===== src/rtl/mem_loader.sv =====
// Frame decoder: turns CMD/START/LEN/payload byte frames into memory write pulses,
// or streams memory bytes back out over a valid/ready handshake.
//   state    | meaning
//   IDLE     | waiting for a CMD byte
//   GET_ADDR | waiting for the START byte
//   GET_LEN  | waiting for LEN; range-checks the burst
//   WRITE    | each received byte becomes one mem_we pulse
//   READ     | presenting memory bytes on tx_byte until LEN are accepted
//   DRAIN    | error; ignore bytes until the frame ends
module mem_loader #(
  parameter int DEPTH  = 101,
  parameter int ADDR_W = 7
) (
  input  logic                 clk,
  input  logic                 reset,
  input  logic [7:0]           rx_byte,
  input  logic                 rx_valid,
  input  logic                 frame_active,
  input  logic [DEPTH*8-1:0]   mem_bus,
  output logic [ADDR_W-1:0]    mem_addr,
  output logic [7:0]           mem_data,
  output logic                 mem_we,
  output logic [7:0]           tx_byte,
  output logic                 tx_valid,
  input  logic                 tx_ready,
  output logic                 busy,
  output logic                 err
);

  typedef enum logic [2:0] {
    S_IDLE, S_GET_ADDR, S_GET_LEN, S_WRITE, S_READ, S_DRAIN
  } state_t;

  localparam logic [8:0] DEPTH9 = 9'(DEPTH);

  state_t              state_q, state_d;
  logic [ADDR_W-1:0]   addr_q, addr_d;
  logic [7:0]          cnt_q, cnt_d;
  logic                is_rd_q, is_rd_d;
  logic [ADDR_W-1:0]   mem_addr_q, mem_addr_d;
  logic [7:0]          mem_data_q, mem_data_d;
  logic                mem_we_q, mem_we_d;
  logic [7:0]          tx_byte_q, tx_byte_d;
  logic                tx_valid_q, tx_valid_d;
  logic                busy_q, busy_d;
  logic                err_q, err_d;

  logic [ADDR_W-1:0]   rd_idx;
  logic [7:0]          rd_byte;
  logic [8:0]          span;

  // Byte mux over the flattened bus; indices at or above DEPTH read as zero.
  always_comb begin
    rd_byte = '0;
    for (int k = 0; k < DEPTH; k++) begin
      if (ADDR_W'(k) == rd_idx) rd_byte = mem_bus[k*8 +: 8];
    end
  end

  always_comb begin
    state_d    = state_q;
    addr_d     = addr_q;
    cnt_d      = cnt_q;
    is_rd_d    = is_rd_q;
    mem_addr_d = mem_addr_q;
    mem_data_d = mem_data_q;
    mem_we_d   = 1'b0;
    tx_byte_d  = tx_byte_q;
    tx_valid_d = tx_valid_q;
    err_d      = err_q;
    rd_idx     = addr_q;
    span       = 9'(addr_q) + 9'(rx_byte);

    if (!frame_active) begin
      // Abort takes priority over any byte arriving in the same cycle.
      state_d    = S_IDLE;
      tx_valid_d = 1'b0;
      addr_d     = '0;
      cnt_d      = '0;
    end else begin
      case (state_q)
        S_IDLE: begin
          if (rx_valid) begin
            if (rx_byte == 8'h01 || rx_byte == 8'h02) begin
              is_rd_d = (rx_byte == 8'h02);
              err_d   = 1'b0;
              state_d = S_GET_ADDR;
            end else begin
              err_d   = 1'b1;
              state_d = S_DRAIN;
            end
          end
        end
        S_GET_ADDR: begin
          if (rx_valid) begin
            addr_d  = rx_byte[ADDR_W-1:0];
            state_d = S_GET_LEN;
          end
        end
        S_GET_LEN: begin
          if (rx_valid) begin
            cnt_d = rx_byte;
            if (rx_byte == 8'd0) begin
              state_d = S_IDLE;
            end else if (span > DEPTH9) begin
              err_d   = 1'b1;
              state_d = S_DRAIN;
            end else if (is_rd_q) begin
              tx_byte_d  = rd_byte;
              tx_valid_d = 1'b1;
              state_d    = S_READ;
            end else begin
              state_d = S_WRITE;
            end
          end
        end
        S_WRITE: begin
          if (rx_valid) begin
            mem_addr_d = addr_q;
            mem_data_d = rx_byte;
            mem_we_d   = 1'b1;
            addr_d     = addr_q + ADDR_W'(1);
            cnt_d      = cnt_q - 8'd1;
            if (cnt_q == 8'd1) state_d = S_IDLE;
          end
        end
        S_READ: begin
          if (tx_valid_q && tx_ready) begin
            addr_d = addr_q + ADDR_W'(1);
            cnt_d  = cnt_q - 8'd1;
            if (cnt_q == 8'd1) begin
              tx_valid_d = 1'b0;
              state_d    = S_IDLE;
            end else begin
              rd_idx    = addr_q + ADDR_W'(1);
              tx_byte_d = rd_byte;
            end
          end
        end
        S_DRAIN: ;
        default: state_d = S_IDLE;
      endcase
    end

    busy_d = (state_d != S_IDLE);
  end

  always_ff @(posedge clk or posedge reset) begin
    if (reset) begin
      state_q    <= S_IDLE;
      addr_q     <= '0;
      cnt_q      <= '0;
      is_rd_q    <= 1'b0;
      mem_addr_q <= '0;
      mem_data_q <= '0;
      mem_we_q   <= 1'b0;
      tx_byte_q  <= '0;
      tx_valid_q <= 1'b0;
      busy_q     <= 1'b0;
      err_q      <= 1'b0;
    end else begin
      state_q    <= state_d;
      addr_q     <= addr_d;
      cnt_q      <= cnt_d;
      is_rd_q    <= is_rd_d;
      mem_addr_q <= mem_addr_d;
      mem_data_q <= mem_data_d;
      mem_we_q   <= mem_we_d;
      tx_byte_q  <= tx_byte_d;
      tx_valid_q <= tx_valid_d;
      busy_q     <= busy_d;
      err_q      <= err_d;
    end
  end

  assign mem_addr = mem_addr_q;
  assign mem_data = mem_data_q;
  assign mem_we   = mem_we_q;
  assign tx_byte  = tx_byte_q;
  assign tx_valid = tx_valid_q;
  assign busy     = busy_q;
  assign err      = err_q;

endmodule


===== config.mk =====
export PLATFORM = sky130hd
export DESIGN_NAME = mem_loader
export DESIGN_NICKNAME = d
export VERILOG_FILES = /design/src/rtl/mem_loader.sv
export SDC_FILE = /design/constraint.sdc
export NUM_CORES = 1
export LEC_CHECK = 0
export BUFFER_PORTS_ARGS = -buffer_cell sky130_fd_sc_hd__buf_4
export CAP_MARGIN = 20
export CORE_AREA = 2 2 335 337
export CTS_BUF_LIST = sky130_fd_sc_hd__clkbuf_4
export CTS_CLUSTER_SIZE = 25
export DETAILED_ROUTE_END_ITERATION = 6
export DIE_AREA = 0 0 337 339
export HOLD_SLACK_MARGIN = 0.02
export PLACE_DENSITY = 0.41
export SYNTH_ARGS = -nofsm -noshare
export SYNTH_HDL_FRONTEND = slang
export SYNTH_SLANG_ARGS = --single-unit

===== constraint.sdc =====
create_clock -name clk -period 10.75 [get_ports clk]
set_input_delay 2.15 -clock clk [delete_from_list [all_inputs] [get_ports clk]]
set_output_delay 2.15 -clock clk [all_outputs]
set_load 0.05 [all_outputs]

After elaboration in Yosys (flattened, before gate mapping):

Cells that the tools add are included.

* register bits: 46
* input bits: 821
* logic and storage cells: 308

* add/subtract/negate cells: 3
* order comparisons: 1
* equality and inequality tests: 127
* multiplexer cells: 151
* reduce and logical (&&, ||, !) cells: 15

Operator list (count)
* $mux 8: 111
* $eq 7x7->1 const A: 37
* $eq 6x7->1 const A: 32
* $eq 5x7->1 const A: 16
* $eq 4x7->1 const A: 8
* $mux 7: 8
* $mux 3: 11
* $eq 3x7->1 const A: 4
* $ne 3x3->1 const B: 8
* $pmux 8 s3: 1
* $pmux 7 s3: 1
* $pmux 3 s6: 1
* $eq 8x1->1 const B: 2
* $ne 2x2->1 const B: 8
* $pmux 8 s2: 1
* $mux 1: 15
* $eq 2x7->1 const A: 2
* $reduce_and 4->1: 3
* $add 7x8->9: 1
* $gt 9x7->1 const B: 1
* $eq 8x2->1 const B: 1
* $logic_not 8->1: 1
* $ne 4x1->1 const B: 2
* $reduce_and 8->1: 1
* other kinds (17): 21

Depth between registers and ports, before layout:

* depth in word-level cells: 112
* mapped depth: 16

Worst setup path before layout:

OpenSTA, ideal clock, no wires.

* path kind: in2reg
* from: input rx_byte[0]
* to: register tx_byte_q[3] (netlist: tx_byte[3])
* setup time: 0.130 ns
* arrival: 5.292 ns
* data required time: 10.620 ns
* setup slack: 5.328 ns
* cell stages on the path: 14
* path through: ha_1 fa_1 a211oi_1 o21bai_1 a21oi_1 a21oi_1 or3_1 a311oi_1 a22oi_1 clkbuf_1 nor2_1 mux2_2 a211oi_1 a21oi_1

* cells in the longest elaborated chain, start to end: 4

Ends and longest elaborated chain
* start, declared: RTL line 16 `input logic [7:0] rx_byte,`
* $add 7x8->9: RTL line 72 `span = 9'(addr_q) + 9'(rx_byte);`
* $gt 9x7->1: RTL line 105 `end else if (span > DEPTH9) begin`
* $ne 2x2->1 (no source line)
* $reduce_and 8->1 (no source line) (*)
* end signal, assigned: RTL line 169 `tx_byte_q <= tx_byte_d;`
* end, declared: RTL line 43 `logic [7:0] tx_byte_q, tx_byte_d;`

Every way passes the cells marked *; elsewhere a longest branch is shown, timed or not.
A chain may end at the register's enable or synchronous reset.

Worst setup path in the final report:

* from: input tx_ready
* to: register tx_byte_q[7] (netlist: tx_byte[7])

* cells in the longest elaborated chain, start to end: 111

Ends and longest elaborated chain
* start, declared: RTL line 25 `input logic tx_ready,`
* $logic_and 1x1->1 (*): RTL line 128 `if (tx_valid_q && tx_ready) begin`
* $mux 7: RTL line 128
* $mux 7: RTL line 81 `case (state_q)`
* $mux 7: RTL line 74 `if (!frame_active) begin`
* $logic_not 7->1: RTL line 56 `if (ADDR_W'(k) == rd_idx) rd_byte = mem_bus[k*8 +: 8];`
* $mux 8 (101 in series): RTL line 56
* $mux 8: RTL line 108 `end else if (is_rd_q) begin`
* $mux 8: RTL line 105
* $mux 8: RTL line 103 `if (rx_byte == 8'd0) begin`
* $mux 8: RTL line 101 `if (rx_valid) begin`
* $pmux 8 s2: RTL line 81

Every way passes the cells marked *; elsewhere a longest branch is shown, timed or not. The select of a mux whose other input is x is not followed.

==> qor.yml <==
run_status:
  status: "finished, final reports clean"
worst_setup_path:
  cp_top_family: "compound AO/OA/AOI/OAI gates"
  end_kind: "flop"
  path_cells: "buf_4, and2_0, and3_1, buf_4, nand3_1, a22oi_1, buf_4, nand3_1, o21ai_0, a2111oi_1, a2111oi_0, nand3_1, a2111oi_0, o21ai_0"
  cpMaxStageDelayCell: "a22oi_1"
  crit_buf_inv: 3
  worstPathRequired_ns: 11.09
  worst_setup_path_start_kind: "input port"
  cp_data_arrival_time_ns: 8.60
  crit_fanout: 37
  critPathKind: "in -> reg"
  critPathMaxStageDelay_ns: 1.10
clock_tree:
  cts_sinks: 46
  cts_tree: "done"
  cts_hold_buf: 0
  cts-buffers-inserted: 5
  cts_resized: 0
  root_buffer: "clkbuf_4"
  clock_latency_ns: 0.47
  post-cts-setup-buffers: 0
  path_clk_slew_ns: 0.22
  clock_path_buffers: 2
  cts.htree.levels: 2
place:
  place_ws_ns: 2.21
  numPortBuffers: 847
  place.gp.congestion: 0.960
  dp_hpwl_um: 142000
grt:
  grt_usage_pct: 27.5
  grt.busiest_layer: "met2"
  grt_max_degree: 53
  grt_antenna_before_repair: 40
  grt_pass1_wl_um: 215000
  grt_util_met1_pct: 34.0
  met3_usage_pct: 6.09
  grtUsageMet2_pct: 47.8
  gr-total-overflow: 0
  grt_pass1_vias: 23200
yosys:
  seq_area_frac_synth_pct: 8.48
  synth_edf_count: 0
  yosys.area.top_type_share_pct: 8.48
  synth_area_leaders: "dfrtp_1 (8.5%), nand2_1 (5.6%), nor2_1 (5.1%), o21ai_0 (5.0%), a21oi_1 (4.3%)"
  syn_inst: 2038
  ys.flop_type: "dfrtp_1"
  synth.cells.most_frequent: "nand2_1 (204), nor2_1 (185), o21ai_0 (136), a21oi_1 (116), nand3_1 (111)"
  yosysWarnings: 0
  netlist_area_um2: 13600
  yosysMostFrequentCell: "nand2_1"
  yosysTopAreaCell: "dfrtp_1"
  yosysUniqueCellTypes: 107
  synth.net_count: 2870
  synth_async_sr_flop_share_pct: 100
  avgSynthCellArea_um2: 6.66
  ys_ff_latch: 46
detailed_routing:
  ant_nets: 0
  viasPerCell: 5.45
  firstDrtPassIters: 6
  routed_wirelength_um: 166000
  wire_per_inst_um: 38.1
  first_iter_violations: 2915
  drcViolationCount: 0
  vias: 23700
finish:
  layout.nets: 3680
  area_delta_synth_final_pct: 62.6
  drive_gt1_share_pct: 36.4
  num-fill-cells: 12800
  final_util_pct: 20.0
timing:
  layout_setup_ws_ns: 2.48
  rsz0062_at_grt: "no"
  hold_viol_final: 0
  max_freq_ghz: 0.121
  finalMaxSlewViolations: 0
  maxSlewHeadroom_pct: 3.65
  fin_tns_setup_ns: 0
  finalClockSkew_ns: 0.0221
  timing.final.crit_share_pct: 76.9
  period_needed_ns: 8.27
  setup_violations: 0
  worst_slew_pin_slew_ns: 1.45
floorplanning:
  rows: 122
  coreArea_um2: 110000
  die_w_um: 337
  boundaryPins: 848
  die_height_um: 339
  die_area_um2: 114000
  initial_core_util_pct: 12.3
worst_hold_path:
  hp-class: "reg -> reg"
power:
  p_leak_nw: 9.06
  power_density_nw_per_um2: 81.6
  ir_drop_mv: 0.0385
flow_run:
  drv_cap: 0
## cell type report
cell class / count / area, µm² / area share (%)
Antenna cell: 18 / 45.0 / 0.204
Clock buffer: 5 / 37.5 / 0.170
Clock inverter: 3 / 27.5 / 0.125
Inverter: 29 / 109 / 0.493
Multi-Input combinational cell: 1825 / 11800 / 53.3
Sequential cell: 46 / 1150 / 5.22
Tap cell: 1488 / 1860 / 8.44
Timing Repair Buffer: 941 / 7070 / 32.0
## placed cells by master, fill, tap and decap left out, types with 19 or more instances in the layout
master / instances
a221oi_1: 53
o211ai_1: 41
nor2_1: 181
and2_1: 19
nor3_1: 89
inv_1: 26
dfrtp_1: 46
o221ai_1: 37
nand2_1: 204
buf_4: 937
a211oi_1: 30
and3_1: 29
o2111ai_1: 33
a31oi_1: 30
o22ai_1: 86
nand3_1: 111
a22oi_1: 74
nor4_1: 35
a21oi_1: 116
a2111oi_0: 30
nand4_1: 50
o21ai_0: 136
a22o_1: 21
## registers in the layout, summed over array words and instances (netlist names)
name      cells
addr_q        7
busy          1
cnt_q         8
err           1
is_rd_q       1
mem_addr      7
mem_data      8
mem_we        1
state_q       3
tx_byte       8
tx_valid      1
## path summary, 6_finish.rpt
kind,from,end,slack (ns),cells after the start
min in group asynchronous,reset,mem_we,1.88,3
worst max register to register,cnt_q[5],tx_byte[7],3.58,12
worst min register to register,mem_addr[0],mem_addr[0],0.52,2
worst max-delay path,tx_ready,tx_byte[7],2.48,14
max in group asynchronous,reset,tx_byte[4],8.29,3
worst min-delay path,mem_addr[0],mem_addr[0],0.52,2
## kinds of logic after synthesis
family	synth area share, %
flops	8.48
mux	1.92
xor+xnor	0.581
compound gates	51.4
buf+inv	5.39
fa+ha+maj	1.07
simple gates	31.1
## worst min-delay path, cell delays in order, from the launching register on
cell and delay (ns):
dfrtp_1 0.40, nand2_1 0.05, o21ai_0 0.06
## per-layer routing
| layer | part of all wire (%) | vias to the layer above |
|---|---|---|
| met3 | 8.5 | 204 |
| met2 | 49 | 1487 |
| li1 | - | 10100 |
| met4 | 2.5 | 40 |
| met5 | 0.15 | - |
| met1 | 40 | 11900 |
## where the power goes
part | switching, mW | total [mW] | internal [mW]
logic | 0.948 | 1.44 | 0.491
clock network | 0.0922 | 0.120 | 0.0280
registers | 0.0438 | 0.241 | 0.197
total | 1.08 | 1.80 | 0.716
## stage by stage
stage               cells  area [µm²]  power (mW)  hold WS, ns
floorplan            2038       13600       0.813        0.473
global placement     4323       21900        1.67        0.468
detailed placement   4328       21900        1.67        0.475
CTS                  4336       22000        1.80        0.518
global route         4348       22000        1.87        0.554
finish               4355       22100        1.80        0.517
No activity file was read; power rests on OpenSTA's default activity.
